--- src/rtl/mic1_pkg.sv ---
// Shared definitions for the MIC-1 microsequencer: MIR field layout, ALU codes,
// sequencer states and a decode helper.
package mic1_pkg;

  localparam logic [8:0] HALT_ADDR = 9'h1FF;

  localparam int NA_LSB   = 27;
  localparam int JMPC_BIT = 26;
  localparam int JAMN_BIT = 25;
  localparam int JAMZ_BIT = 24;
  localparam int ALU_LSB  = 16;
  localparam int C_LSB    = 7;
  localparam int WR_BIT   = 6;
  localparam int RD_BIT   = 5;
  localparam int FE_BIT   = 4;
  localparam int B_LSB    = 0;

  // {SLL8,SRA1,F0,F1,ENA,ENB,INVA,INC}
  localparam logic [7:0] ALU_A        = 8'h18;
  localparam logic [7:0] ALU_B        = 8'h14;
  localparam logic [7:0] ALU_A_PLUS_B = 8'h3C;
  localparam logic [7:0] ALU_B_PLUS_1 = 8'h35;
  localparam logic [7:0] ALU_B_MINUS_A = 8'h3F;
  localparam logic [7:0] ALU_A_AND_B  = 8'h0C;
  localparam logic [7:0] ALU_ZERO     = 8'h10;

  typedef enum logic [2:0] {
    S_FETCH, S_LATCH, S_EXEC, S_MEM_WAIT, S_NEXT, S_HALT
  } state_t;

  typedef struct packed {
    logic [8:0] next_addr;
    logic       jmpc;
    logic       jamn;
    logic       jamz;
    logic [7:0] alu;
    logic [8:0] c;
    logic       wr;
    logic       rd;
    logic       fe;
    logic [3:0] b;
  } mir_t;

  function automatic mir_t mir_decode(logic [35:0] w);
    mir_t d;
    d.next_addr = w[NA_LSB +: 9];
    d.jmpc      = w[JMPC_BIT];
    d.jamn      = w[JAMN_BIT];
    d.jamz      = w[JAMZ_BIT];
    d.alu       = w[ALU_LSB +: 8];
    d.c         = w[C_LSB +: 9];
    d.wr        = w[WR_BIT];
    d.rd        = w[RD_BIT];
    d.fe        = w[FE_BIT];
    d.b         = w[B_LSB +: 4];
    return d;
  endfunction

endpackage

--- src/rtl/mic1_next_addr.sv ---
// Next-MPC logic: NEXT_ADDRESS with the JAM conditions ORed in. Pure OR, no carry.
module mic1_next_addr (
  input  logic [8:0] next_addr,
  input  logic       jmpc,
  input  logic       jamn,
  input  logic       jamz,
  input  logic       n_flag,
  input  logic       z_flag,
  input  logic [7:0] mbr,
  output logic [8:0] next_mpc
);

  logic       hi_jam;
  logic [7:0] lo_or;

  assign hi_jam   = (jamn & n_flag) | (jamz & z_flag);
  assign lo_or    = jmpc ? mbr : 8'h00;
  assign next_mpc = {next_addr[8] | hi_jam, next_addr[7:0] | lo_or};

endmodule

--- src/rtl/mic1_microsequencer.sv ---
// MIC-1 microsequencer: fetch/latch/exec/next loop over a synchronous control
// store, with a memory stall state and a terminal halt.
module mic1_microsequencer #(
  parameter int         ADDR_W    = 9,
  parameter int         WORD_W    = 36,
  parameter logic [8:0] HALT_ADDR = mic1_pkg::HALT_ADDR
) (
  input  logic              clk,
  input  logic              reset,
  output logic [ADDR_W-1:0] cs_addr,
  input  logic [WORD_W-1:0] cs_data,
  input  logic              N,
  input  logic              Z,
  input  logic [7:0]        mbr,
  input  logic              mem_done,
  output logic [7:0]        alu_select,
  output logic [8:0]        c_en,
  output logic [3:0]        b_sel,
  output logic              mem_write,
  output logic              mem_read,
  output logic              mem_fetch,
  output logic              n_flag,
  output logic              z_flag,
  output logic              halted
);
  import mic1_pkg::*;

  state_t            state, state_n;
  logic [ADDR_W-1:0] mpc;
  logic [WORD_W-1:0] mir;
  mir_t              f;
  logic [8:0]        next_mpc;
  logic              exec;
  logic              halt_hit;

  assign f = mir_decode(mir);

  mic1_next_addr u_next_addr (
    .next_addr (f.next_addr),
    .jmpc      (f.jmpc),
    .jamn      (f.jamn),
    .jamz      (f.jamz),
    .n_flag    (n_flag),
    .z_flag    (z_flag),
    .mbr       (mbr),
    .next_mpc  (next_mpc)
  );

  // Halt only on the literal halt address with no jump modifiers at all.
  assign halt_hit = (f.next_addr == HALT_ADDR) && !(f.jmpc || f.jamn || f.jamz);

  always_ff @(posedge clk or posedge reset) begin
    if (reset) state <= S_FETCH;
    else       state <= state_n;
  end

  always_comb begin
    state_n = state;
    unique case (state)
      S_FETCH:    state_n = S_LATCH;
      S_LATCH:    state_n = S_EXEC;
      S_EXEC:     state_n = (f.wr || f.rd || f.fe) ? S_MEM_WAIT : S_NEXT;
      S_MEM_WAIT: if (mem_done) state_n = S_NEXT;
      S_NEXT:     state_n = halt_hit ? S_HALT : S_FETCH;
      S_HALT:     state_n = S_HALT;
      default:    state_n = S_FETCH;
    endcase
  end

  always_ff @(posedge clk or posedge reset) begin
    if (reset) begin
      mpc    <= '0;
      mir    <= '0;
      n_flag <= 1'b0;
      z_flag <= 1'b0;
    end else begin
      if (state == S_LATCH) mir <= cs_data;
      if (state == S_EXEC) begin
        n_flag <= N;
        z_flag <= Z;
      end
      if (state == S_NEXT) mpc <= next_mpc;
    end
  end

  assign exec       = (state == S_EXEC);
  assign cs_addr    = mpc;
  assign alu_select = f.alu;
  assign b_sel      = f.b;
  assign c_en       = exec ? f.c : 9'h000;
  assign mem_write  = exec & f.wr;
  assign mem_read   = exec & f.rd;
  assign mem_fetch  = exec & f.fe;
  assign halted     = (state == S_HALT);

endmodule
--- config.mk ---
export PLATFORM = sky130hd
export DESIGN_NAME = mic1_microsequencer
export DESIGN_NICKNAME = d
export VERILOG_FILES = /design/src/rtl/mic1_pkg.sv /design/src/rtl/mic1_next_addr.sv /design/src/rtl/mic1_microsequencer.sv
export SDC_FILE = /design/constraint.sdc
export NUM_CORES = 1
export LEC_CHECK = 0
export CORE_MARGIN = 5
export CORE_UTILIZATION = 25
export DETAILED_ROUTE_END_ITERATION = 7
export HOLD_SLACK_MARGIN = 0.05
export PLACE_DENSITY = 0.56
export SLEW_MARGIN = 20
export SYNTH_ARGS = -nofsm -noshare
export SYNTH_HDL_FRONTEND = slang
export SYNTH_HIERARCHICAL = 1
export SYNTH_SLANG_ARGS = --single-unit
export TNS_END_PERCENT = 30
--- constraint.sdc ---
create_clock -name clk -period 1.92 [get_ports clk]
set_input_delay 0.288 -clock clk [delete_from_list [all_inputs] [get_ports clk]]
set_output_delay 0.288 -clock clk [all_outputs]
set_load 0.02 [all_outputs]
==> out/results.txt, run 1 <==
status: finished, final reports clean
Final #Nets: 290
Net Sw Power: 0.000402 W
Mapped Area: 2240 um^2
Via Count: 1534
Ys Warns: 6
Mapped Cells: 162
vias per cell: 4.38
Worst EP arrival: 1.49 ns
CTS tree: built
grt ovf: 0
pwr dens: 567 nW/um^2
Worst slew margin: 0.716
CP max FO: 14
1st-iter DRT viols: 41
first-pass GRT wire length: 8610 um
post-synthesis mux area share: 0.237
largest net degree at the start of global routing: 25
Cell variety after synth: 30
share of cells above drive strength 1: 0.273
EDFF count, synth: 0
CP startpoint kind: register
placed cells: 342
CTS Hold Bufs: 0
worst-case clock skew: 0.00966 ns
clk_lat worst skew: 0.30 ns
# Post-CTS Setup Buffers: 0
DP Worst Slack: 0.180 ns
DRC: 0
crit path capture type: output pin
Antenna Violating Nets Remaining: 0
Final WS setup: 0.144 ns
Pre-antenna DRT Iters: 2
Post-Synth Simple-Gate Area: 0.0794
Tot GR Track Use: 0.0980
syn_area_per_cell: 13.8 um^2
fin cells: 350
fin crit share: 0.925
Root Buffer: clkbuf_8
Top Ports: 85
# diodes: 0
CTS buffer count: 5
Die Ht: 105 um
# rows: 34
GPL Wtd Cong: 0.698
post-synthesis adder-cell area fraction: 0
post-synthesis xor/xnor area fraction: 0
Max Buffers Root-to-Sink: 2
total detailed-routing wirelength: 5320 um
min-delay worst type: input pin to async pin
top cells by count, synth: 50 x dfrtp_1, 45 x mux2_2, 12 x and3_1, 12 x buf_4, 8 x a21o_1
die area: 10900 um^2
Layout Utilization: 0.372
Die Width: 105 um
r2r setup slk: 0.16 ns
final hold violations: 0
Least-Margin Pin Slew: 0.426 ns
H-tree level count: 2
largest family of logic cells by synthesized area: multiplexers
Setup violations, final: 0
post-synthesis compound-gate area fraction: 0.0543
combinational power share: 0.069
critical path class: register to output pin
starting density of the core: 0.257
post-synthesis async set-or-reset flop share: 1.00
synthesis-stage register bit count: 50
post-DP HPWL: 4020 um
Clk network pwr share: 0.360
Buf/Inv on CP: 2
RSZ-0062 raised after global routing: false
core area: 8720 um^2
Max Cap Viol: 0
Seq pwr share: 0.571
top cells by area, synth: dfrtp_1 56%, mux2_2 23%, buf_4 4.0%
IO buf count: 84
vias in the first global route: 1597
clock sinks: 50
Int Pwr: 0.00144 W
VDD IR-drop max: 0.242 mV
critical path, cell by cell: nor2_1 -> buf_4 -> and3_1 -> dlygate4sd2_1
Synth top area share: 0.559
sw frac: 0.218
top-count cell post-synth: dfrtp_1
post-synth top area cell: dfrtp_1
Synth-to-Final Area Change: 45.2%
Worst-path clk slew: 0.10 ns
initial antenna violation count: 0
fin crit period: 1.78 ns
slowest cell on the critical path: dfrtp_1
Worst EP required: 1.63 ns
Max Fclk: 563 MHz
sum of negative setup slack: 0 ns
CP peak stage delay: 0.39 ns
Post-Synthesis Net Count: 211
post-DR wirelength/cell: 15.2 um
post-synthesis sequential area ratio: 0.559
prevailing post-synth register cell: dfrtp_1
max-slew violations: 0
Top delay family on crit path: buffers and inverters
Leakage: 1.62 nW
==> power groups by stage <==
stage                     combinational [W]  sequential [W]  clock, W
after floorplan                   0.0000168         0.00107         0
after global placement             0.000129         0.00107         0
after detailed placement           0.000131         0.00107         0
after CTS                          0.000131         0.00105  0.000705
after global routing               0.000138         0.00105  0.000735
final                              0.000127         0.00105  0.000663
==> final timing paths <==
check / start / to / depth (start not counted)
worst max register to register: state[1] / f[28] / 4
max in group asynchronous: reset / f[13] / 3
min in group clk: f[10] / f[10] / 1
worst min-delay path: reset / f[7] / 2
worst min register to register: f[10] / f[10] / 1
worst max-delay path: state[0] / c_en[7] / 4
==> placed cells by master, fill, tap and decap left out, types with 3 or more instances in the layout <==
| cell | n |
|---|---|
| clkdlybuf4s50_1 | 71 |
| dfrtp_1 | 50 |
| mux2_2 | 45 |
| and3_1 | 12 |
| dlygate4sd2_1 | 9 |
| a21o_1 | 8 |
| buf_4 | 7 |
| clkbuf_8 | 6 |
| clkdlybuf4s15_1 | 4 |
| nor2_1 | 3 |
==> registers in the layout (all words and copies together) (netlist names) <==
register	cells
cs_addr	9
f	36
n_flag	1
state	3
z_flag	1
==> metal layers <==
layer	wire length (um)	global-route usage	vias up
li1	-	-	728
met1	2260	0.122	767
met2	2770	0.165	35
met3	260	0.0314	4
met4	34	0.0247	0
met5	0	0	-
==> timing repair <==
action | CTS | global route
gates cloned | 0 | 0
pin swaps | 0 | 0
gates resized for setup | 13 | 4
setup endpoints to repair | 13 | 4
==> cells by family after synthesis <==
| kind of cell | count (synthesis) |
|---|---|
| muxes | 47 |
| and+or+nand+nor | 26 |
| DFF | 50 |
| AOI/OAI and AO/OA | 16 |
| buffers and inverters | 23 |
==> cell type report <==
type                    count  area [um^2]
clock inverters             2         16.3
well taps                 108          135
clock buffers               6         82.6
flip-flops and latches     50         1250
multi-input cells          89          833
repair buffers             93          922
fillers                   865         5470
inverters                   2         7.51
==> per-stage QoR <==
step / power [W] / hold slack, ns / area (um^2)
4_1_cts: 0.00189 / 0.313 / 3240
3_5_place_dp: 0.00120 / 0.495 / 3160
2_1_floorplan: 0.00109 / 0.423 / 2240
3_3_place_gp: 0.00120 / 0.483 / 3160
6_report: 0.00184 / 0.298 / 3250
5_1_grt: 0.00193 / 0.345 / 3250
Power figures use the tool's default switching activity.
==> inputs of run 2 (changes only) <==
PLACE_DENSITY = 0.52   (was 0.56)
==> run 2 against run 1 <==
Against the previous run:
- cell area shrank 0.96%
- final cell count shrank 0.57%
- core utilization shrank 0.36 points
- die area is the same
- critical endpoint is now c_en[2]
==> out/results.txt, run 2 (synthesis gave the netlist of run 1 again) <==
die area: 10900 um^2 (unchanged)
Max Fclk: 576 MHz (+2.3%)
RSZ-0062 raised after global routing: false
max FFs per register: 36 (unchanged)
Reg-to-Reg End: cs_addr[7]
Worst R2R Start: state[1]
Worst EP arrival: 1.45 ns (-0.04 ns)
Antenna Violating Nets Remaining: 0 (unchanged)
H-tree level count: 2 (unchanged)
Leakage: 1.63 nW (+0.26%)
Root Buffer: clkbuf_8
vias in the first global route: 1585 (-0.75%)
Worst slew margin: 0.712 (-0.00400)
Final #Nets: 289 (-0.34%)
clock sinks: 50 (unchanged)
fin crit period: 1.74 ns (-0.0401 ns)
Synth-to-Final Area Change: 43.8%
VDD IR-drop max: 0.288 mV (+19%)
fin crit share: 0.904 (-0.0209)
total detailed-routing wirelength: 5110 um (-3.9%)
vias per cell: 4.36 (-0.47%)
IO buf count: 84 (unchanged)
1st-iter DRT viols: 22 (-46%)
CTS buffer count: 5 (unchanged)
worst-case clock skew: 0.00695 ns (-0.00271 ns)
hold slack: 0.346 ns (+0.0481 ns)
min-delay worst type: input pin to async pin
critical path class: register to output pin
Post-CTS Resized: 14 (+1)
CTS tree: built
# rows: 34 (unchanged)
clk_lat worst skew: 0.29 ns (about the same)
Layout Utilization: 0.369 (-0.00359)
grt ovf: 0 (unchanged)
CP max FO: 14 (unchanged)
Die Width: 105 um (unchanged)
Pre-antenna DRT Iters: 2 (unchanged)
CTS Hold Bufs: 0 (unchanged)
post-DP HPWL: 3830 um (-4.8%)
# Post-CTS Setup Buffers: 0 (unchanged)
GPL Wtd Cong: 0.715 (+2.5%)
Max Cap Viol: 0 (unchanged)
commonest non-fill, non-tap cell in the layout: clkdlybuf4s50_1
initial antenna violation count: 0 (unchanged)
sum of negative setup slack: 0 ns (unchanged)
Die Ht: 105 um (unchanged)
max-slew violations: 0 (unchanged)
CP startpoint kind: register
Setup violations, final: 0 (unchanged)
share of cells above drive strength 1: 0.271 (-0.00189)
Tot GR Track Use: 0.0927 (-0.00533)
core area: 8720 um^2 (unchanged)
Worst EP required: 1.63 ns (about the same)
number of cells on the worst reg-to-reg path: 4 (unchanged)
most frequent cells in the layout: 71 x clkdlybuf4s50_1, 49 x dfrtp_1, 45 x mux2_2
Least-Margin Pin Slew: 0.432 ns (+0.00662 ns)
Via Count: 1518 (-1.0%)
largest net degree at the start of global routing: 51 (+100%)
r2r setup slk: 0.36 ns (+0.20 ns)
Max Buffers Root-to-Sink: 2 (unchanged)
DRC: 0 (unchanged)
Top Ports: 85 (unchanged)
Final Cell Area: 3220 um^2 (-0.96%)
final hold violations: 0 (unchanged)
Worst-path clk slew: 0.09 ns (about the same)
# diodes: 0 (unchanged)
pwr dens: 547 nW/um^2 (-3.6%)
status: finished, final reports clean
crit path capture type: output pin
DP Area: 3150 um^2 (-0.24%)
post-DR wirelength/cell: 14.7 um (-3.4%)
first-pass GRT wire length: 8150 um (-5.4%)
starting density of the core: 0.257 (unchanged)
-- run 2: cell type report --
cell class | count | area (um^2)
Clock buffer | 5 | 68.8
Multi-Input combinational cell | 89 | 833
Inverter | 2 | 7.51
Timing Repair Buffer | 92 | 910
Tap cell | 108 | 135
Fill cell | 862 | 5500
Clock inverter | 2 | 10.0
Sequential cell | 50 | 1250
-- run 2: routing by layer --
metal  wire length, um  vias to the layer above  part of all wire  global-route usage
li1                  -                      724                 -                   -
met1              2160                      747              0.42               0.110
met2              2590                       41              0.51               0.156
met3               287                        6             0.056              0.0333
met4                72                        0             0.014              0.0311
met5                 0                        -                 0                   0
-- run 2: how the worst max path moves through the flow --
stage                  start  endpoint  cells past startpoint
floorplan           state[1]    halted                      3
global placement    state[1]    halted                      2
detailed placement  state[1]   c_en[2]                      2
CTS                 state[0]   c_en[2]                      4
global route        state[0]   c_en[6]                      4
finish              state[0]   c_en[2]                      4
-- run 2: power by group --
part	internal (W)	switching (W)	leakage (nW)
Combinational	0.0000895	0.0000350	0.896
Sequential	0.00105	0	0.687
Clock	0.000246	0.000337	0.0438
Total	0.00139	0.000372	1.63
-- run 2: worst max-delay path, stage by stage (launching register included) --
cell	delay, ns
dfrtp_1	0.39
nor2_1	0.10
buf_4	0.17
and3_1	0.15
dlygate4sd2_1	0.34
-- run 2: stage by stage --
| step | power (W) | instances | worst slack [ns] |
|---|---|---|---|
| CTS | 0.00179 | 348 | 0.150 |
| global placement | 0.00120 | 341 | 0.173 |
| finish | 0.00176 | 348 | 0.184 |
| global route | 0.00184 | 348 | 0.0473 |
| floorplan | 0.00109 | 162 | 0.318 |
| detailed placement | 0.00120 | 341 | 0.183 |
